<file path="config.mk">
export PLATFORM = sky130hd
export DESIGN_NAME = vend_dispense_ctrl_flat
export DESIGN_NICKNAME = d
export VERILOG_FILES = /design/src/rtl/vend_pkg.sv /design/src/rtl/vend_dispense_ctrl_if.sv /design/src/rtl/vend_timeout_cnt.sv /design/src/rtl/vend_dispense_ctrl.sv /design/src/flat_wrapper.sv
export SDC_FILE = /design/constraint.sdc
export NUM_CORES = 1
export LEC_CHECK = 0
export CAP_MARGIN = 20
export CORE_UTILIZATION = 35
export DETAILED_ROUTE_END_ITERATION = 6
export GPL_ROUTABILITY_DRIVEN = 1
export GPL_TIMING_DRIVEN = 0
export PLACE_DENSITY_LB_ADDON = 0.3
export SLEW_MARGIN = 20
export SYNTH_ARGS = -nofsm -noshare
export SYNTH_HDL_FRONTEND = slang
export SYNTH_SLANG_ARGS = --single-unit
</file>
<file path="constraint.sdc">
create_clock -name sys_clk -period 2.49 [get_ports sys_clk]
set_clock_uncertainty 0.1 [all_clocks]
set_input_delay 0.747 -clock sys_clk [delete_from_list [all_inputs] [get_ports sys_clk]]
set_output_delay 0.747 -clock sys_clk [all_outputs]
set_load 0.1 [all_outputs]
</file>
<file path="src/rtl/vend_pkg.sv">
// Shared definitions for the vending machine: vend codes published by the coin
// FSM, its one-hot state constants, and the dispense sequencer state encoding.
package vend_pkg;

    localparam int COIN_STATE_W = 7;
    localparam int ERR_W        = 3;

    // Vend code carried in coin_state[6:5]
    localparam logic [1:0] VEND_NONE     = 2'b00;
    localparam logic [1:0] VEND_COLA     = 2'b01;
    localparam logic [1:0] VEND_COLA_CHG = 2'b10;
    localparam logic [1:0] VEND_ILLEGAL  = 2'b11;

    // Coin accumulation FSM one-hot states, coin_state[4:0]
    localparam logic [4:0] COIN_ST_IDLE = 5'b00001;
    localparam logic [4:0] COIN_ST_5C   = 5'b00010;
    localparam logic [4:0] COIN_ST_10C  = 5'b00100;
    localparam logic [4:0] COIN_ST_15C  = 5'b01000;
    localparam logic [4:0] COIN_ST_20C  = 5'b10000;

    // Bit positions inside err_flags
    localparam int ERR_ILLEGAL = 2;
    localparam int ERR_OVERRUN = 1;
    localparam int ERR_TIMEOUT = 0;

    // Dispense sequencer states, one-hot
    typedef enum logic [5:0] {
        ST_IDLE     = 6'b000001,
        ST_COLA_ON  = 6'b000010,
        ST_COLA_GAP = 6'b000100,
        ST_CHG_ON   = 6'b001000,
        ST_CHG_GAP  = 6'b010000,
        ST_FAULT    = 6'b100000
    } disp_state_e;

    function automatic int max_int(input int a, input int b);
        return (a > b) ? a : b;
    endfunction

endpackage

</file>
<file path="src/rtl/vend_dispense_ctrl_if.sv">
// Signal bundle between the coin FSM / actuators and the dispense sequencer.
interface vend_dispense_ctrl_if;
    import vend_pkg::*;

    logic [COIN_STATE_W-1:0] coin_state;
    logic                    cola_done;
    logic                    change_done;
    logic                    fault_clr;
    logic                    po_cola_motor;
    logic                    po_change_motor;
    logic                    coin_inhibit;
    logic                    fault;
    logic [ERR_W-1:0]        err_flags;

    modport master (
        output coin_state, cola_done, change_done, fault_clr,
        input  po_cola_motor, po_change_motor, coin_inhibit, fault, err_flags
    );

    modport slave (
        input  coin_state, cola_done, change_done, fault_clr,
        output po_cola_motor, po_change_motor, coin_inhibit, fault, err_flags
    );

endinterface

</file>
<file path="src/rtl/vend_timeout_cnt.sv">
// Cycle timer shared by the actuator-on and settle states. It saturates at the
// terminal value instead of wrapping; the owner clears it on each state change.
module vend_timeout_cnt #(
    parameter int WIDTH = 8
) (
    input  logic             sys_clk,
    input  logic             sys_rst_n,
    input  logic             clr,
    input  logic             en,
    input  logic [WIDTH-1:0] tc_val,
    output logic             tc
);

    logic [WIDTH-1:0] count;

    assign tc = (count == tc_val);

    // Count up while enabled, hold at terminal count, clear on request
    always_ff @(posedge sys_clk or negedge sys_rst_n) begin
        if (!sys_rst_n) begin
            count <= '0;
        end else if (clr) begin
            count <= '0;
        end else if (en && !tc) begin
            count <= count + WIDTH'(1);
        end
    end

endmodule

</file>
<file path="src/rtl/vend_dispense_ctrl.sv">
// Dispense sequencer: on each new vend event runs the cola motor, then the
// change ejector when owed, with done handshakes, timeouts and settle gaps.
// Inhibits coins while busy or faulted and keeps sticky error flags.
module vend_dispense_ctrl
    import vend_pkg::*;
#(
    parameter int MOTOR_TIMEOUT = 100_000_000,
    parameter int SETTLE_CYC    = 5_000_000
) (
    input logic                 sys_clk,
    input logic                 sys_rst_n,
    vend_dispense_ctrl_if.slave bus
);

    localparam int TMR_W = $clog2(max_int(MOTOR_TIMEOUT, SETTLE_CYC));
    localparam logic [TMR_W-1:0] ON_TC  = TMR_W'(MOTOR_TIMEOUT - 1);
    localparam logic [TMR_W-1:0] GAP_TC = TMR_W'(SETTLE_CYC - 1);

    disp_state_e      state;
    disp_state_e      state_nxt;
    logic [1:0]       prev_code;
    logic             armed;
    logic             chg_pend;
    logic             chg_pend_nxt;
    logic [ERR_W-1:0] err_q;
    logic [ERR_W-1:0] err_nxt;
    logic [1:0]       coin_code;
    logic             trig;
    logic             timeout_set;
    logic             tmr_en;
    logic             tmr_clr;
    logic             tmr_tc;
    logic [TMR_W-1:0] tmr_tc_val;

    assign coin_code = bus.coin_state[6:5];

    // armed masks the first cycle after reset so prev_code reloads from the
    // live code first; a code held through reset is not taken as a new vend
    assign trig = armed && (prev_code == VEND_NONE) && (coin_code != VEND_NONE);

    vend_timeout_cnt #(
        .WIDTH (TMR_W)
    ) u_timer (
        .sys_clk   (sys_clk),
        .sys_rst_n (sys_rst_n),
        .clr       (tmr_clr),
        .en        (tmr_en),
        .tc_val    (tmr_tc_val),
        .tc        (tmr_tc)
    );

    // Next-state, timer control and error flag update
    always_comb begin
        state_nxt    = state;
        chg_pend_nxt = chg_pend;
        tmr_en       = 1'b0;
        tmr_tc_val   = GAP_TC;
        timeout_set  = 1'b0;
        case (state)
            ST_IDLE: begin
                if (trig && (coin_code == VEND_COLA || coin_code == VEND_COLA_CHG)) begin
                    state_nxt    = ST_COLA_ON;
                    chg_pend_nxt = (coin_code == VEND_COLA_CHG);
                end
            end
            ST_COLA_ON: begin
                tmr_en     = 1'b1;
                tmr_tc_val = ON_TC;
                if (bus.cola_done) begin
                    state_nxt = ST_COLA_GAP;
                end else if (tmr_tc) begin
                    state_nxt   = ST_FAULT;
                    timeout_set = 1'b1;
                end
            end
            ST_COLA_GAP: begin
                tmr_en = 1'b1;
                if (tmr_tc) begin
                    state_nxt = chg_pend ? ST_CHG_ON : ST_IDLE;
                end
            end
            ST_CHG_ON: begin
                tmr_en     = 1'b1;
                tmr_tc_val = ON_TC;
                if (bus.change_done) begin
                    state_nxt = ST_CHG_GAP;
                end else if (tmr_tc) begin
                    state_nxt   = ST_FAULT;
                    timeout_set = 1'b1;
                end
            end
            ST_CHG_GAP: begin
                tmr_en = 1'b1;
                if (tmr_tc) begin
                    state_nxt    = ST_IDLE;
                    chg_pend_nxt = 1'b0;
                end
            end
            ST_FAULT: begin
                if (bus.fault_clr) begin
                    state_nxt = ST_IDLE;
                end
            end
            default: begin
                state_nxt = ST_IDLE;
            end
        endcase

        tmr_clr = (state_nxt != state);

        err_nxt = bus.fault_clr ? '0 : err_q;
        if (trig && coin_code == VEND_ILLEGAL) begin
            err_nxt[ERR_ILLEGAL] = 1'b1;
        end
        if (trig && state != ST_IDLE) begin
            err_nxt[ERR_OVERRUN] = 1'b1;
        end
        if (timeout_set) begin
            err_nxt[ERR_TIMEOUT] = 1'b1;
        end
    end

    // State, edge detector, pending-change and error flag registers
    always_ff @(posedge sys_clk or negedge sys_rst_n) begin
        if (!sys_rst_n) begin
            state     <= ST_IDLE;
            prev_code <= VEND_NONE;
            armed     <= 1'b0;
            chg_pend  <= 1'b0;
            err_q     <= '0;
        end else begin
            state     <= state_nxt;
            prev_code <= coin_code;
            armed     <= 1'b1;
            chg_pend  <= chg_pend_nxt;
            err_q     <= err_nxt;
        end
    end

    // Registered outputs decoded from the next state so they align with it
    always_ff @(posedge sys_clk or negedge sys_rst_n) begin
        if (!sys_rst_n) begin
            bus.po_cola_motor   <= 1'b0;
            bus.po_change_motor <= 1'b0;
            bus.fault           <= 1'b0;
            bus.coin_inhibit    <= 1'b0;
            bus.err_flags       <= '0;
        end else begin
            bus.po_cola_motor   <= (state_nxt == ST_COLA_ON);
            bus.po_change_motor <= (state_nxt == ST_CHG_ON);
            bus.fault           <= (state_nxt == ST_FAULT);
            bus.coin_inhibit    <= (state_nxt != ST_IDLE) || (state_nxt == ST_FAULT);
            bus.err_flags       <= err_nxt;
        end
    end

endmodule

</file>
<file path="src/flat_wrapper.sv">
// flat-port wrapper written by rule: the top's interface ports become plain ports
module vend_dispense_ctrl_flat import vend_pkg::*;
#(
    parameter int MOTOR_TIMEOUT = 100_000_000,
    parameter int SETTLE_CYC    = 5_000_000
)
  (sys_clk, sys_rst_n, bus_coin_state, bus_cola_done, bus_change_done, bus_fault_clr, bus_po_cola_motor, bus_po_change_motor, bus_coin_inhibit, bus_fault, bus_err_flags);
  vend_dispense_ctrl_if bus_i ();
  input logic sys_clk;
  input logic sys_rst_n;
  input wire logic [$bits(bus_i.coin_state)-1:0] bus_coin_state;
  input wire logic [$bits(bus_i.cola_done)-1:0] bus_cola_done;
  input wire logic [$bits(bus_i.change_done)-1:0] bus_change_done;
  input wire logic [$bits(bus_i.fault_clr)-1:0] bus_fault_clr;
  output wire logic [$bits(bus_i.po_cola_motor)-1:0] bus_po_cola_motor;
  output wire logic [$bits(bus_i.po_change_motor)-1:0] bus_po_change_motor;
  output wire logic [$bits(bus_i.coin_inhibit)-1:0] bus_coin_inhibit;
  output wire logic [$bits(bus_i.fault)-1:0] bus_fault;
  output wire logic [$bits(bus_i.err_flags)-1:0] bus_err_flags;
  assign bus_i.coin_state = bus_coin_state;
  assign bus_i.cola_done = bus_cola_done;
  assign bus_i.change_done = bus_change_done;
  assign bus_i.fault_clr = bus_fault_clr;
  assign bus_po_cola_motor = bus_i.po_cola_motor;
  assign bus_po_change_motor = bus_i.po_change_motor;
  assign bus_coin_inhibit = bus_i.coin_inhibit;
  assign bus_fault = bus_i.fault;
  assign bus_err_flags = bus_i.err_flags;
  vend_dispense_ctrl #(.MOTOR_TIMEOUT(MOTOR_TIMEOUT), .SETTLE_CYC(SETTLE_CYC)) u_core (.sys_clk(sys_clk), .sys_rst_n(sys_rst_n), .bus(bus_i));
endmodule
</file>
==> summary.txt <==
Cells and area
  – Layout Nets: 317
  – Most frequent cells in the layout: dfrtp_1 (42), nand2_1 (18), nor2_1 (16)
  – Fillcell total: between 600 and 700
  – Storage cell area: between 0.001 and 0.0015 mm²
  – Leading cell type in the layout, fill and taps excluded: dfrtp_1
  – P&R area growth vs syn: 34.43%
  – Fraction of layout cells with a size suffix above 1: 0.3576
  – Footprint of the multi-input gates: 0.001483 mm²
  – Antenna diodes: 0
  – Final cell count without fillers: between 300 and 400

Detailed routing
  – Wire length per cell: roughly 15 µm
  – Total Wirelength: about 6000 µm
  – Initial DRC Count: approximately 140
  – Routed vias/inst: 5.329
  – Remaining DRCs: 0
  – DRT Pass-1 Iters: 4
  – Vias: 2121
  – Detail Route Antenna Nets: 0

Power
  – Comb power frac: 0.347
  – Clk pwr share: 0.247
  – Sequential share of power: 0.405
  – Leak Pwr: 1.409 nW
  – Power density of the placed cells: just under 600 mW/mm²
  – Total power: approximately 2 mW
  – Switching power: roughly 0.68 mW
  – Sw Ratio: 0.3507
  – Worst vdd ir: about 0.00026 V
  – Internal power: around 1.3 mW

Hold path
  – Hold Crit Class: in -> async

STA
  – Final Hold Viols: 0
  – Worst-margin pin slew: around 0.96 ns
  – Slew Limit Fails: 0
  – Setup violators final: 31
  – RSZ-0062 raised after global routing: yes
  – Final WS setup: -0.1216 ns
  – Tmin final: ~2.6 ns
  – Hold Slack: ~0.35 ns
  – Fmax: roughly 0.38 GHz
  – Ratio of final minimum period to clock period: 1.049
  – Rel. slew slack: 0.3644
  – Setup TNS: -1.861 ns

GRT
  – First-pass GRT wire length: approximately 10000 µm
  – Gr ovfl total: 0
  – Largest net degree at the start of global routing: 25
  – Vias in the first global route: approximately 2100
  – GRT Overall Usage: 0.1702
  – Initial antenna violation count: 0

Setup path
  – Slowest cell on the critical path: or4b_4
  – Crit path kind: reg -> reg
  – Crit path cell chain: or4b_4, or4_4, o32a_4, o21ai_4, buf_6, buf_12, mux2i_1, nor2_1
  – CP peak stage delay: roughly 0.53 ns
  – Arrival @ worst endpoint: around 2.7 ns
  – Setup crit end kind: flop
  – CP Data Required Time: about 2.6 ns
  – Startpoint class of the critical path: flop
  – CP max FO: 5

Clock tree
  – CTS root buf: clkbuf_8
  – Reg clk slew, reported paths: about 0.1 ns
  – H-tree Lvls: 2
  – Num CTS Buffers: 5
  – CTS sink count: 44
  – CTS tree: done
  – Clk_lat worst skew: approximately 0.3 ns
  – Max clock buf depth: 2

Synthesis
  – Number of synthesized register bits: between 40 and 50
  – Main synth FF type: dfrtp_1
  – Ys Warns: 0
  – Netlist Area Pre-Place: approximately 0.0025 mm²
  – Avg Cell Area, Syn: 9.607 µm²
  – Asr flop ratio synth: 1.000
  – Syn nets: about 270
  – EDFF count, synth: 0
  – Post-synthesis cell count: approximately 260
  – Unique masters post-synth: 52
  – Sequential area share after synthesis: 0.4447

Place
  – Placed cell count: between 300 and 400
  – PortBufs: 13
  – Pre-CTS setup slack: -0.7973 ns
  – Post-DP HPWL: between 3000 and 4000 µm
  – Routability cong.: between 0.8 and 0.9

Job
  – Max-cap violations: 0

Run status
  – Failing checks: negative setup slack
  – Status: finished, violations left

Die
  – Core ar.: ~0.0068 mm²
  – Die height: roughly 86 µm
  – Io pins: 19
  – Num rows: 30
  – Die area: 0.007423 mm²
  – Die width: approximately 86 µm
  – Starting density of the core: 0.3628
[Yosys cell counts (all sizes together) (4+ instances only)]
master / count / share of area
dfrtp: 43 / 0.43
nor2: 25 / 0.041
nand2: 19 / 0.029
o21ai: 16 / 0.037
a21oi: 14 / 0.028
nand3: 14 / 0.028
xor2: 14 / 0.049
nand4: 12 / 0.030
or3: 11 / 0.033
inv: 10 / 0.015
and3: 7 / 0.018
buf: 7 / 0.029
a22o: 5 / 0.018
nor3: 5 / 0.010
a211oi: 4 / 0.012
clkbuf: 4 / 0.011
ha: 4 / 0.020
nor3b: 4 / 0.012
or4: 4 / 0.016
[repair_timing]
action                                  in CTS  in global routing
gates resized for setup                     49                 40
pin swaps                                   22                 13
gates cloned                                 4                  0
endpoints found under the setup margin      38                 32
setup buffers                               19                  2
hold buffers                                 0                  0
[kinds of logic after synthesis]
logic type                 share of synthesized area
and+or+nand+nor                               0.2580
muxes                                       0.008581
other                                       0.001513
adders and majority gates                    0.02019
AOI/OAI and AO/OA                             0.1555
buffers and inverters                        0.05502
xor gates and xnor gates                     0.05654
DFF                                           0.4447
[layer usage]
metal	global-route usage	part of all wire	vias to the layer above
met3	0.02984	0.024	4
met4	0.05455	0.0085	0
met1	0.2286	0.47	1050
met2	0.2785	0.49	29
met5	0	0	-
li1	-	-	1038
[critical path, delay by kind of cell (launching register included)]
family,cells,cell delay (ns)
and+or+nand+nor,3,1.08
AOI/OAI and AO/OA,2,0.44
DFF,1,0.41
buffers and inverters,2,0.30
muxes,1,0.17
[power by group through the flow]
stage	combinational, mW	clock [mW]	sequential (mW)
after floorplan	0.278	0	0.866
after global placement	0.479	0	0.798
after detailed placement	0.485	0	0.796
after CTS	0.766	0.491	0.784
after global routing	0.721	0.517	0.793
final	0.675	0.480	0.787
[state kept, by name (all words and copies together), names as in the netlist]
| signal | flops |
|---|---|
| u_core.bus.po_change_motor | 1 |
| u_core.bus.coin_inhibit | 1 |
| u_core.armed | 1 |
| u_core.err_q | 3 |
| u_core.bus.fault | 1 |
| u_core.bus.po_cola_motor | 1 |
| u_core.chg_pend | 1 |
| u_core.u_timer.count | 27 |
| u_core.state | 6 |
| u_core.prev_code | 2 |
[final cells by class]
type / count / area share
Multi-Input combinational cell: 193 / 0.4450
Sequential cell: 44 / 0.3312
Timing Repair Buffer: 37 / 0.1179
Tap cell: 96 / 0.03605
Buffer: 10 / 0.03042
Clock buffer: 7 / 0.02591
Inverter: 10 / 0.01127
Clock inverter: 1 / 0.002253
[metrics by stage]
step	utilization	instance area, µm²
floorplan	-	2514
CTS	0.4760	3252
global route	0.4877	3332
global placement	0.4046	2764
detailed placement	0.4079	2786
finish	0.4877	3332
[worst paths after layout]
path	startpoint	endpoint	slack (ns)	depth (start not counted)
max	u_core.u_timer.count[9]$_DFFE_PN0P_	u_core.u_timer.count[1]$_DFFE_PN0P_	-0.12	8
min	sys_rst_n	u_core.bus.po_change_motor$_DFF_PN0_	0.35	1
max in group asynchronous	sys_rst_n	u_core.u_timer.count[0]$_DFFE_PN0P_	1.44	2
min reg2reg	u_core.err_q[1]$_DFFE_PN0P_	u_core.err_q[1]$_DFFE_PN0P_	0.41	1
max reg2reg	u_core.u_timer.count[9]$_DFFE_PN0P_	u_core.u_timer.count[1]$_DFFE_PN0P_	-0.12	8
min in group sys_clk	u_core.err_q[1]$_DFFE_PN0P_	u_core.err_q[1]$_DFFE_PN0P_	0.41	1
Note: power is estimated with default switching activity, not from simulation.
